==> src/rtl/jzjpcc_divider_sequencer_if.sv <==
// Execute-stage port bundle between the pipeline (master) and the RV32M divide unit (slave).
// start_execute is a level: the divide holds execute while stall_execute is high, and
// resultValid_execute pulses for exactly one cycle, the cycle the pipeline advances.
interface jzjpcc_divider_sequencer_if;
  logic        start_execute;
  logic [1:0]  divOperation_execute;
  logic [31:0] rs1_execute;
  logic [31:0] rs2_execute;
  logic        flush_execute;
  logic        stall_execute;
  logic [31:0] result_execute;
  logic        resultValid_execute;

  modport master (
    output start_execute,
    output divOperation_execute,
    output rs1_execute,
    output rs2_execute,
    output flush_execute,
    input  stall_execute,
    input  result_execute,
    input  resultValid_execute
  );

  modport slave (
    input  start_execute,
    input  divOperation_execute,
    input  rs1_execute,
    input  rs2_execute,
    input  flush_execute,
    output stall_execute,
    output result_execute,
    output resultValid_execute
  );
endinterface

==> src/rtl/jzjpcc_divider_sequencer.sv <==
// Iterative restoring RV32M divider (DIV/DIVU/REM/REMU) with execute-stage stall control.
// Optional macro JZJPCC_DIV_FASTPATH_EN: resolve divide-by-zero / signed overflow in one cycle.
module jzjpcc_divider_sequencer #(
  parameter int BITS_PER_CYCLE = 1
) (
  input  logic                       clock,
  input  logic                       reset,
  jzjpcc_divider_sequencer_if.slave  bus,
  output logic [1:0]                 state_dbg
);

  localparam int N     = 32 / BITS_PER_CYCLE;
  localparam int CNT_W = $clog2(N);

  typedef enum logic [1:0] {
    IDLE = 2'd0,
    ITER = 2'd1,
    FIX  = 2'd2,
    DONE = 2'd3
  } state_e;

  state_e             state_q, state_d;
  logic [1:0]         op_q, op_d;
  logic               sign_a_q, sign_a_d;
  logic               sign_b_q, sign_b_d;
  logic [31:0]        quo_q, quo_d;        // dividend bits shift out, quotient bits shift in
  logic [31:0]        divisor_q, divisor_d;
  logic [32:0]        rem_q, rem_d;
  logic [CNT_W-1:0]   cnt_q, cnt_d;
  logic [31:0]        rs1_q, rs1_d;
  logic               dz_q, dz_d;
  logic               ovf_q, ovf_d;
  logic [31:0]        result_q, result_d;
  logic               valid_q, valid_d;

  // Operand decode for the cycle a divide arrives in IDLE.
  logic        in_signed;
  logic        in_sign_a;
  logic        in_sign_b;
  logic [31:0] in_abs_a;
  logic [31:0] in_abs_b;
  logic        in_dz;
  logic        in_ovf;

  always_comb begin
    in_signed = ~bus.divOperation_execute[0];
    in_sign_a = in_signed & bus.rs1_execute[31];
    in_sign_b = in_signed & bus.rs2_execute[31];
    in_abs_a  = in_sign_a ? (~bus.rs1_execute + 32'd1) : bus.rs1_execute;
    in_abs_b  = in_sign_b ? (~bus.rs2_execute + 32'd1) : bus.rs2_execute;
    in_dz     = (bus.rs2_execute == 32'd0);
    in_ovf    = in_signed & (bus.rs1_execute == 32'h8000_0000) &
                (bus.rs2_execute == 32'hFFFF_FFFF);
  end

  // One iteration cycle: BITS_PER_CYCLE restoring steps chained combinationally.
  // The trial difference carries an extra bit so a shifted remainder >= 2^32 is not
  // mistaken for a borrow.
  logic [32:0] it_rem;
  logic [31:0] it_quo;
  logic [33:0] it_diff;

  always_comb begin
    it_rem  = rem_q;
    it_quo  = quo_q;
    it_diff = '0;
    for (int b = 0; b < BITS_PER_CYCLE; b++) begin
      it_rem  = {it_rem[31:0], it_quo[31]};
      it_quo  = {it_quo[30:0], 1'b0};
      it_diff = {1'b0, it_rem} - {2'b00, divisor_q};
      if (!it_diff[33]) begin
        it_rem    = it_diff[32:0];
        it_quo[0] = 1'b1;
      end
    end
  end

  // Sign correction and special-case overrides applied to the raw magnitudes.
  logic        fix_neg_q;
  logic [31:0] fix_quo;
  logic [31:0] fix_rem;
  logic [31:0] fix_result;

  always_comb begin
    fix_neg_q = ~op_q[0] & (sign_a_q ^ sign_b_q);
    fix_quo   = fix_neg_q ? (~quo_q + 32'd1) : quo_q;
    fix_rem   = sign_a_q ? (~rem_q[31:0] + 32'd1) : rem_q[31:0];
    if (dz_q) begin
      fix_quo = 32'hFFFF_FFFF;
      fix_rem = rs1_q;
    end else if (ovf_q) begin
      fix_quo = 32'h8000_0000;
      fix_rem = 32'd0;
    end
    fix_result = op_q[1] ? fix_rem : fix_quo;
  end

`ifdef JZJPCC_DIV_FASTPATH_EN
  logic        fp_special;
  logic [31:0] fp_result;

  always_comb begin
    fp_special = in_dz | in_ovf;
    if (bus.divOperation_execute[1]) begin
      fp_result = in_dz ? bus.rs1_execute : 32'd0;
    end else begin
      fp_result = in_dz ? 32'hFFFF_FFFF : 32'h8000_0000;
    end
  end
`endif

  always_comb begin
    state_d   = state_q;
    op_d      = op_q;
    sign_a_d  = sign_a_q;
    sign_b_d  = sign_b_q;
    quo_d     = quo_q;
    divisor_d = divisor_q;
    rem_d     = rem_q;
    cnt_d     = cnt_q;
    rs1_d     = rs1_q;
    dz_d      = dz_q;
    ovf_d     = ovf_q;
    result_d  = result_q;
    valid_d   = 1'b0;

    case (state_q)
      IDLE: begin
        if (bus.start_execute) begin
          op_d      = bus.divOperation_execute;
          sign_a_d  = in_sign_a;
          sign_b_d  = in_sign_b;
          quo_d     = in_abs_a;
          divisor_d = in_abs_b;
          rem_d     = '0;
          cnt_d     = '0;
          rs1_d     = bus.rs1_execute;
          dz_d      = in_dz;
          ovf_d     = in_ovf;
          state_d   = ITER;
`ifdef JZJPCC_DIV_FASTPATH_EN
          if (fp_special) begin
            state_d  = DONE;
            result_d = fp_result;
            valid_d  = 1'b1;
          end
`endif
        end
      end
      ITER: begin
        rem_d = it_rem;
        quo_d = it_quo;
        cnt_d = cnt_q + CNT_W'(1);
        if (cnt_q == CNT_W'(N - 1)) begin
          state_d = FIX;
        end
      end
      FIX: begin
        result_d = fix_result;
        valid_d  = 1'b1;
        state_d  = DONE;
      end
      DONE: begin
        // start_execute is still the retiring instruction here; it is not a new request.
        state_d = IDLE;
      end
      default: state_d = IDLE;
    endcase

    // An aborted divide leaves result_execute untouched and never raises valid.
    if (bus.flush_execute) begin
      state_d  = IDLE;
      valid_d  = 1'b0;
      result_d = result_q;
    end
  end

  always_ff @(posedge clock or negedge reset) begin
    if (!reset) begin
      state_q   <= IDLE;
      op_q      <= '0;
      sign_a_q  <= 1'b0;
      sign_b_q  <= 1'b0;
      quo_q     <= '0;
      divisor_q <= '0;
      rem_q     <= '0;
      cnt_q     <= '0;
      rs1_q     <= '0;
      dz_q      <= 1'b0;
      ovf_q     <= 1'b0;
      result_q  <= '0;
      valid_q   <= 1'b0;
    end else begin
      state_q   <= state_d;
      op_q      <= op_d;
      sign_a_q  <= sign_a_d;
      sign_b_q  <= sign_b_d;
      quo_q     <= quo_d;
      divisor_q <= divisor_d;
      rem_q     <= rem_d;
      cnt_q     <= cnt_d;
      rs1_q     <= rs1_d;
      dz_q      <= dz_d;
      ovf_q     <= ovf_d;
      result_q  <= result_d;
      valid_q   <= valid_d;
    end
  end

  // Stall must rise in the arrival cycle, so it is decoded from state plus live inputs.
  assign bus.stall_execute = reset & ~bus.flush_execute &
                             (((state_q == IDLE) & bus.start_execute) |
                              (state_q == ITER) | (state_q == FIX));
  assign bus.result_execute      = result_q;
  assign bus.resultValid_execute = valid_q;
  assign state_dbg               = state_q;

endmodule

==> src/flat_wrapper.sv <==
// flat-port wrapper written by rule: the top's interface ports become plain ports
module jzjpcc_divider_sequencer_flat 
#(
  parameter int BITS_PER_CYCLE = 1
)
  (clock, reset, state_dbg, bus_start_execute, bus_divOperation_execute, bus_rs1_execute, bus_rs2_execute, bus_flush_execute, bus_stall_execute, bus_result_execute, bus_resultValid_execute);
  jzjpcc_divider_sequencer_if bus_i ();
  input  logic clock;
  input  logic reset;
  output logic [1:0] state_dbg;
  input wire logic [$bits(bus_i.start_execute)-1:0] bus_start_execute;
  input wire logic [$bits(bus_i.divOperation_execute)-1:0] bus_divOperation_execute;
  input wire logic [$bits(bus_i.rs1_execute)-1:0] bus_rs1_execute;
  input wire logic [$bits(bus_i.rs2_execute)-1:0] bus_rs2_execute;
  input wire logic [$bits(bus_i.flush_execute)-1:0] bus_flush_execute;
  output wire logic [$bits(bus_i.stall_execute)-1:0] bus_stall_execute;
  output wire logic [$bits(bus_i.result_execute)-1:0] bus_result_execute;
  output wire logic [$bits(bus_i.resultValid_execute)-1:0] bus_resultValid_execute;
  assign bus_i.start_execute = bus_start_execute;
  assign bus_i.divOperation_execute = bus_divOperation_execute;
  assign bus_i.rs1_execute = bus_rs1_execute;
  assign bus_i.rs2_execute = bus_rs2_execute;
  assign bus_i.flush_execute = bus_flush_execute;
  assign bus_stall_execute = bus_i.stall_execute;
  assign bus_result_execute = bus_i.result_execute;
  assign bus_resultValid_execute = bus_i.resultValid_execute;
  jzjpcc_divider_sequencer #(.BITS_PER_CYCLE(BITS_PER_CYCLE)) u_core (.clock(clock), .reset(reset), .bus(bus_i), .state_dbg(state_dbg));
endmodule
==> config.mk <==
export PLATFORM = sky130hd
export DESIGN_NAME = jzjpcc_divider_sequencer_flat
export DESIGN_NICKNAME = d
export VERILOG_FILES = /design/src/rtl/jzjpcc_divider_sequencer_if.sv /design/src/rtl/jzjpcc_divider_sequencer.sv /design/src/flat_wrapper.sv
export SDC_FILE = /design/constraint.sdc
export NUM_CORES = 1
export LEC_CHECK = 0
export CORE_MARGIN = 2
export CORE_UTILIZATION = 50
export CTS_CLUSTER_SIZE = 20
export DETAILED_ROUTE_END_ITERATION = 8
export PLACE_DENSITY = 0.69
export SLEW_MARGIN = 10
export SYNTH_ARGS = -nofsm -noshare
export SYNTH_HDL_FRONTEND = slang
export SYNTH_SLANG_ARGS = --single-unit
==> constraint.sdc <==
create_clock -name clock -period 3.2 [get_ports clock]
set_input_delay 0.96 -clock clock [delete_from_list [all_inputs] [get_ports clock]]
set_output_delay 0.96 -clock clock [all_outputs]
set_load 0.01 [all_outputs]
# Word level (Yosys, flattened, before mapping)

Cells that the tools add are included.

$add $sub $neg: 6
Equality and inequality tests: 9
Mux-type cells: 23
Bitwise gates (word level): 18
Reduce and logical (&&, ||, !) cells: 7

Operator list:

| kind                    | number |
|---|---|
| $mux W32                | 12 |
| $add A32 B1 Y32 const B | 4 |
| $not A32 Y32            | 4 |
| $pmux W32 S2            | 2 |
| $eq A32 B32 Y1 const B  | 2 |
| $sub A33 B32 Y34        | 1 |
| $logic_not A32 Y1       | 1 |
| $pmux W5 S2             | 1 |
| $and A1 B1 Y1           | 8 |
| $pmux W2 S4             | 1 |
| $reduce_and A2 Y1       | 4 |
| $mux W2                 | 3 |
| $add A5 B1 Y5 const B   | 1 |
| $eq A5 B5 Y1 const B    | 1 |
| $mux W5                 | 1 |
| $eq A2 B2 Y1 const B    | 2 |
| $mux W1                 | 3 |
| $ne A3 B2 Y1 const B    | 1 |
| $ne A3 B3 Y1 const B    | 1 |
| $not A1 Y1              | 3 |
| $eq A2 B1 Y1 const B    | 1 |
| $logic_not A2 Y1        | 1 |
| $ne A2 B2 Y1 const B    | 1 |
| $or A1 B1 Y1            | 2 |
| other kinds (2)         | 2 |

Register bits: 174
Input port bits: 70
Output and inout bits: 36
Word-level logic and storage cells: 76

# Logic depth before layout (Yosys ltp)

Gate-level depths: netlist of run 1.

Depth after elaboration: 6
Mapped depth: 13
Mapped depth without buffers: 13

# Worst setup path after synthesis of run 1

No wires, ideal clock.

Path type: input-to-reg
Start point: in bus_rs2_execute[4]
End point: reg u_core.divisor_q[30]
Setup time: 0.130 ns
Arrival: 3.204 ns
Data required time: 3.070 ns
Path slack: -0.134 ns
Cell stages on the path: 8
Cell sequence: or4_4 -> nor4_4 -> nand3_1 -> or4_4 -> or3_4 -> o41ai_2 -> xor2_1 -> o21ai_1

Longest elaborated chain between the ends: 3

Ends and longest elaborated chain:

| element                | line                            | source |
|---|---|---|
| start: declaration     | flat_wrapper.sv:14              | `input wire logic [$bits(bus_i.rs2_execute)-1:0] bus_rs2_execute;` |
| $not A32 Y32           | jzjpcc_divider_sequencer.sv:50  | `in_abs_b = in_sign_b ? (~bus.rs2_execute + 32'd1) : bus.rs2_execute;` |
| $add A32 B1 Y32        | jzjpcc_divider_sequencer.sv:50  |  |
| $mux W32               | jzjpcc_divider_sequencer.sv:50  |  |
| end signal: assignment | jzjpcc_divider_sequencer.sv:199 | `divisor_q <= divisor_d;` |
| end: declaration       | jzjpcc_divider_sequencer.sv:27  | `logic [31:0] divisor_q, divisor_d;` |

No other way between the ends.
A chain may end at the register's enable or synchronous reset.

# Worst setup path in the final report of run 1

Start point: in bus_rs2_execute[2]
End point: reg u_core.divisor_q[22]

Same word-level chain as after synthesis.

==> results of run 1 <==
==> worst register-to-register path: stages (launching register included) <==
cell	delay (ns)
dfrtp_1	0.52
ha_1	0.53
nand2_1	0.16
o21ai_0	0.27
a31oi_1	0.13
o21ai_0	0.35
nor4_1	0.09
a221oi_1	0.45
a221oi_1	0.19
xnor2_1	0.21
o21bai_1	0.08
==> cell families (layout without fill, tap and decap cells) <==
logic type	count (synthesis)	after routing
AOI/OAI and AO/OA	446	446
xor gates and xnor gates	142	142
buffers and inverters	141	334
adders and majority gates	43	43
DFF	174	174
muxes	57	57
and+or+nand+nor	401	401
==> cell usage in the layout, fill, tap and decap left out, types with 12 or more instances in the layout <==
cell | Yosys | final
dfrtp_1 | 174 | 174
o21ai_0 | 175 | 172
nand2_1 | 160 | 159
buf_4 | 0 | 123
clkdlybuf4s50_1 | 0 | 99
a21oi_1 | 94 | 92
nor2_1 | 79 | 78
xor2_1 | 73 | 73
xnor2_1 | 69 | 69
inv_1 | 68 | 67
ha_1 | 42 | 42
nor3_1 | 32 | 32
mux2i_1 | 32 | 32
mux2_2 | 25 | 25
o31ai_1 | 25 | 23
o22ai_1 | 23 | 23
nand3_1 | 22 | 21
a22oi_1 | 18 | 18
clkbuf_16 | 0 | 17
nand2b_1 | 16 | 16
o41ai_1 | 14 | 14
nand4_1 | 14 | 14
a31oi_1 | 13 | 13
or3_1 | 12 | 12
a21o_1 | 12 | 12
==> per-layer routing <==
layer | vias up | track usage | wire (µm)
met5 | - | 0 | 0
met4 | 0 | 0.107 | 1040
met3 | 63 | 0.0354 | 1940
met2 | 413 | 0.472 | 16700
met1 | 5469 | 0.428 | 16800
li1 | 5401 | - | -
==> metrics by stage <==
step                hold WS [ns]  utilization
floorplan                  0.445            -
global placement           0.459        0.603
detailed placement         0.464        0.603
CTS                        0.481        0.630
global route               0.494        0.633
finish                     0.477        0.633
==> sequential cells by signal (all words and copies together) (netlist names), 2 cells and up <==
register,count
u_core.bus.result_execute,32
u_core.cnt_q,5
u_core.quo_q,32
u_core.op_q,2
u_core.state_dbg,2
u_core.rem_q,32
u_core.rs1_q,32
u_core.divisor_q,32
==> Yosys cell counts (14+ instances only) <==
library cell / count / area (µm²)
xnor2_1: 69 / 604
nand2b_1: 16 / 100
a21oi_1: 94 / 470
nand3_1: 22 / 110
dfrtp_1: 174 / 4350
nand4_1: 14 / 87.6
clkbuf_1: 67 / 251
mux2i_1: 32 / 320
nor2_1: 79 / 297
o22ai_1: 23 / 144
nor3_1: 32 / 160
a22oi_1: 18 / 135
o21ai_0: 175 / 876
inv_1: 68 / 255
o41ai_1: 14 / 123
mux2_2: 25 / 282
o31ai_1: 25 / 188
xor2_1: 73 / 639
ha_1: 42 / 526
nand2_1: 160 / 601
==> worst max-delay path by stage <==
| stage | startpoint | to | slack (ns) | cells after the start |
|---|---|---|---|---|
| detailed placement | bus_rs2_execute[4] | u_core.divisor_q[27] | -0.68 | 11 |
| floorplan | bus_rs2_execute[4] | u_core.divisor_q[30] | -0.13 | 8 |
| global placement | bus_rs2_execute[4] | u_core.divisor_q[30] | -0.58 | 9 |
| finish | bus_rs2_execute[2] | u_core.divisor_q[22] | 0.10 | 10 |
| global route | u_core.quo_q[9] | u_core.bus.result_execute[31] | -0.0007 | 9 |
| CTS | bus_rs2_execute[2] | u_core.divisor_q[22] | 0.00006 | 10 |
==> power breakdown <==
part	switching, W	internal, W
sequential	0.000835	0.00306
combinational	0.00362	0.00273
clock	0.00104	0.00112
total	0.00549	0.00690
==> cell type report <==
class,count,area share
multi-input cells,1089,0.481
flip-flops and latches,174,0.294
repair buffers,234,0.141
clock buffers,17,0.0287
well taps,319,0.0269
inverters,68,0.0172
clock inverters,15,0.0117
==> repair_timing <==
action | in CTS | in global routing
resized for setup | 14 | 14
endpoints found under the setup margin | 12 | 16
hold endpoints to repair | 0 | 0
buffers inserted | 1 | 1
pin swaps | 11 | 6
==> results.ini, run 1 <==
[setup_path]
rr_startpoint=u_core.rem_q[12]
setup.worst_path.end_class=flip-flop
r2r_cells=10
cp_slowest_cell=or4_4
worst-setup-path-type=in2reg
path_buf_inv=2
critPathArrivalTime_ns=3.42
critical-path-max-stage-delay_ns=0.50
critical_path_required_ns=3.52
reg2reg_setup_slack_ns=0.11
crit_chain=dlygate4sd2_1 > or4_4 > nor4_4 > nand3_2 > or4_4 > buf_6 > or2_2 > o31ai_4 > xor2_1 > o21ai_1
cp_top_family=simple AND/OR/NAND/NOR gates
crit_path_start_kind=input pin
worstPathMaxFanout=2
path_common_cell=or4_4
crit-reg2reg-capture=u_core.rem_q[27]

[synthesis]
synth_fa_ha_area_frac=0.0458
syn_avg_cell_area_um2=8.48
synth_top_family_by_area=compound AO/OA/AOI/OAI gates
synth_simple_gate_area_share=0.160
synth_enable_flop_cells=0
synth_top_flop_cell=dfrtp_1
synth_cells=1404
synth-async-reset-ratio=1.00
synthDistinctLibCells=65
yosysWarnings=0
synth.net_count=1517
synth_mux_area_frac=0.0505
mappedNetlistArea_mm2=0.0119
synth-compound-area-share=0.228
seq_area_frac_synth=0.366
synth_seq_cells=174
yosys.area_share.xor_xnor=0.104

[detailed_routing]
route.detailed.wl_per_inst_um=19.0
wl_um=36500
firstDrtPassIters=5
initial_drc_count=993
route.vias.total=11346
detail_route.drc_violations=0
antenna_left=0
vias_per_cell=5.92

[min_path]
hold_path_class=reg2reg
worst_hold_path.num_cells=2
hold-path-endpoint=u_core.bus.result_execute[25]
hold_path_startpoint=u_core.bus.result_execute[25]

[sta]
clock_skew_ns=0.0132
layout_min_cycle_time_ns=3.10
max_freq_mhz=323
slew_violations=0
fin_setup_tns_ns=0
worst_slew_margin_rel=0.319
finalSetupViolations=0
finalHoldViolations=0
worst_slack_ns=0.100
worst_pin_slew_ns=1.02
period_share=0.969

[floorplanning]
floorplan.io_pins=106
die_width_um=158
row_count=56
standard_cell_core_area_mm2=0.0234
die_area_mm2=0.0251
die_h_um=158
initial_utilization=0.509

[placed_design]
place.detailed.instances=1882
dp_hpwl_um=27800
dpl_cell_area_mm2=0.0141
pre_cts_slack_ns=-0.676
globalplace.congestion=0.920
port_buffers=105

[cells_and_area]
synthesis_to_layout_area_growth_pct=24.4
n_antenna_cell=0
final_net_count=1697
final-instance-count-excl-fill=1916
area.sequential_mm2=0.00435
stdcell_area_mm2=0.0148
total_area_of_multi_input_combinational_cells_mm2=0.00712
fillCellCount=2063
final_layout_size_suffix_gt1_frac=0.137

[clocking]
cts_tree=yes
clock_latency_ns=0.45
worst_setup_hold_path_clk_slew_ns=0.07
cts_root_buffer=clkbuf_16
cts_max_path_buffers=2
cts_hold_buf=0
cts-buffers-inserted=17
num_clock_sinks=174
cts_htree_levels=4

[global_routing]
grt_max_degree=81
grt_first_pass_wirelength_um=58200
groute.usage.overall=0.300
first_global_vias=10717
grt-ovfl-total=0
antenna_found_initial=0

[pwr]
p_total_w=0.0124
power.static_leakage_nw=6.32
power_density_over_the_cells_mw_per_mm2=837
peakVddDrop_uv=552

[flow_run]
max_cap_violations=0

[run_status]
run_status=completed

No activity file was read; power rests on OpenSTA's default activity.
==> run 2, diff against run 1 <==
clock period = 3 ns   (was 3.2 ns; I/O delays follow)
==> run 2 against run 1 <==
- die area unchanged
- register-to-register slack worse by 0.098 ns
- combinational power up 12%
- via count up 2.2%
- clock skew up 0.00053 ns
- sequential cell count unchanged
- critical path type is now reg2reg
- count of clock-buffer cells in the layout up 1
- sequential power up 5.1%
- first-iteration DRC count up 6.6%
==> results.ini, run 2 (same netlist as run 1, synthesis figures left out) <==
[run_status]
run_status=completed

[clocking]
cts-buffers-inserted=17  ; unchanged
cts_max_path_buffers=2  ; unchanged
cts_hold_buf=0  ; unchanged
cts_root_buffer=clkbuf_16
cts_htree_levels=4  ; unchanged
num_clock_sinks=174  ; unchanged
clock_latency_ns=0.44  ; about the same
worst_setup_hold_path_clk_slew_ns=0.07  ; about the same
cts_tree=yes

[floorplanning]
die_h_um=158  ; unchanged
floorplan.io_pins=106  ; unchanged
initial_utilization=0.509  ; unchanged
die_area_mm2=0.0251  ; unchanged
row_count=56  ; unchanged
standard_cell_core_area_mm2=0.0234  ; unchanged
die_width_um=158  ; unchanged

[cells_and_area]
fillCellCount=1978  ; -4.1%
layout_commonest_cell=dfrtp_1
synthesis_to_layout_area_growth_pct=29.3
utilization=0.658  ; +0.0250
n_antenna_cell=0  ; unchanged
final_layout_size_suffix_gt1_frac=0.185  ; +0.0481
final_net_count=1747  ; +2.9%
layout_common_cells=dfrtp_1 (174), buf_4 (170), o21ai_0 (163), nand2_1 (156), clkdlybuf4s50_1 (99)
stdcell_area_mm2=0.0154  ; +3.9%

[pwr]
peakVddDrop_uv=539  ; -2.4%
power_density_over_the_cells_mw_per_mm2=873  ; +4.4%
power.static_leakage_nw=6.61  ; +4.5%

[setup_path]
setup.worst_path.end_class=flip-flop
crit_path_start_kind=flip-flop
critPathArrivalTime_ns=3.32  ; -0.10 ns
critical_path_required_ns=3.33  ; -0.19 ns
worstPathMaxFanout=4  ; +2
worst-setup-path-type=reg2reg

[sta]
clock_skew_ns=0.0138  ; +0.000530 ns
worst_slack_ns=0.0123  ; -0.0881 ns
finalHoldViolations=0  ; unchanged
layout_min_cycle_time_ns=2.99
slew_violations=0  ; unchanged
worst_pin_slew_ns=0.934  ; -0.0877 ns
period_share=0.996
worst_slew_margin_rel=0.378  ; +0.0585
finalSetupViolations=0  ; unchanged
fin_setup_tns_ns=0  ; unchanged
max_freq_mhz=335
grt_setup_unrepaired=true

[detailed_routing]
route.detailed.wl_per_inst_um=18.8  ; -1.2%
route.vias.total=11598  ; +2.2%
vias_per_cell=5.90  ; -0.38%
initial_drc_count=1059  ; +6.6%
detail_route.drc_violations=0  ; unchanged
antenna_left=0  ; unchanged
firstDrtPassIters=5  ; unchanged
wl_um=37000  ; +1.4%

[global_routing]
grt_first_pass_wirelength_um=58500  ; +0.50%
first_global_vias=10741  ; +0.22%
grt-ovfl-total=0  ; unchanged
groute.usage.overall=0.300  ; -0.000311
grt_max_degree=72  ; -11%
antenna_found_initial=0  ; unchanged

[placed_design]
dpl_cell_area_mm2=0.0144  ; +2.0%
pre_cts_slack_ns=-0.768  ; -0.0920 ns
dp_hpwl_um=27700  ; -0.30%
port_buffers=105  ; unchanged
globalplace.congestion=0.927  ; +0.76%

[flow_run]
max_cap_violations=0  ; unchanged

[min_path]
hold_path_class=reg2reg

## run 2: stage by stage
| stage | hold slack (ns) | instances | total power, W |
|---|---|---|---|
| CTS | 0.472 | 1957 | 0.0132 |
| finish | 0.467 | 1966 | 0.0134 |
| detailed placement | 0.456 | 1920 | 0.0109 |
| global placement | 0.453 | 1920 | 0.0107 |
| global route | 0.496 | 1966 | 0.0143 |
| floorplan | 0.445 | 1404 | 0.00823 |
## run 2: layer usage
metal	GRT usage	vias up	wire (µm)
met4	0.0892	0	933
met1	0.433	5568	16600
met2	0.474	464	16900
met3	0.0357	63	2550
met5	0	-	0
li1	-	5503	-
## run 2: power by group
group          total [W]  switching, W  internal, W
Sequential       0.00410      0.000830      0.00327
Combinational    0.00711       0.00401      0.00310
Clock            0.00224       0.00111      0.00113
## run 2: what timing repair did
action	CTS	global route
setup buffers	5	9
resized for setup	35	53
endpoints found under the setup margin	20	58
pin swaps	14	18
## run 2: final cells by class
cell class	count	area [µm²]	area share
inverters	68	255	0.0166
repair buffers	284	2470	0.160
clock inverters	14	143	0.00926
flip-flops and latches	174	4350	0.283
well taps	319	399	0.0259
multi-input cells	1089	7340	0.477
clock buffers	18	439	0.0285
## run 2: final timing paths
check	from	slack, ns	endpoint	cells past startpoint
worst max-delay path	u_core.divisor_q[1]	0.01	u_core.rem_q[31]	13
worst min-delay path	u_core.bus.result_execute[5]	0.47	u_core.bus.result_execute[5]	2
worst max register to register	u_core.divisor_q[1]	0.01	u_core.rem_q[31]	13
worst min register to register	u_core.bus.result_execute[5]	0.47	u_core.bus.result_execute[5]	2
max in group asynchronous	reset	1.13	u_core.divisor_q[4]	3
min in group asynchronous	reset	0.55	u_core.rs1_q[17]	2
## run 2: worst max-delay path, stage by stage (launching register included)
cell and delay [ns]:
dfrtp_1 0.37, inv_2 0.09, ha_4 0.20, nor2b_4 0.12, o31a_1 0.31, o21a_1 0.25
o211ai_1 0.17, o211ai_1 0.16, buf_4 0.17, a211oi_2 0.20, buf_4 0.16, o21ai_2 0.05
or3_1 0.38, a32o_1 0.23
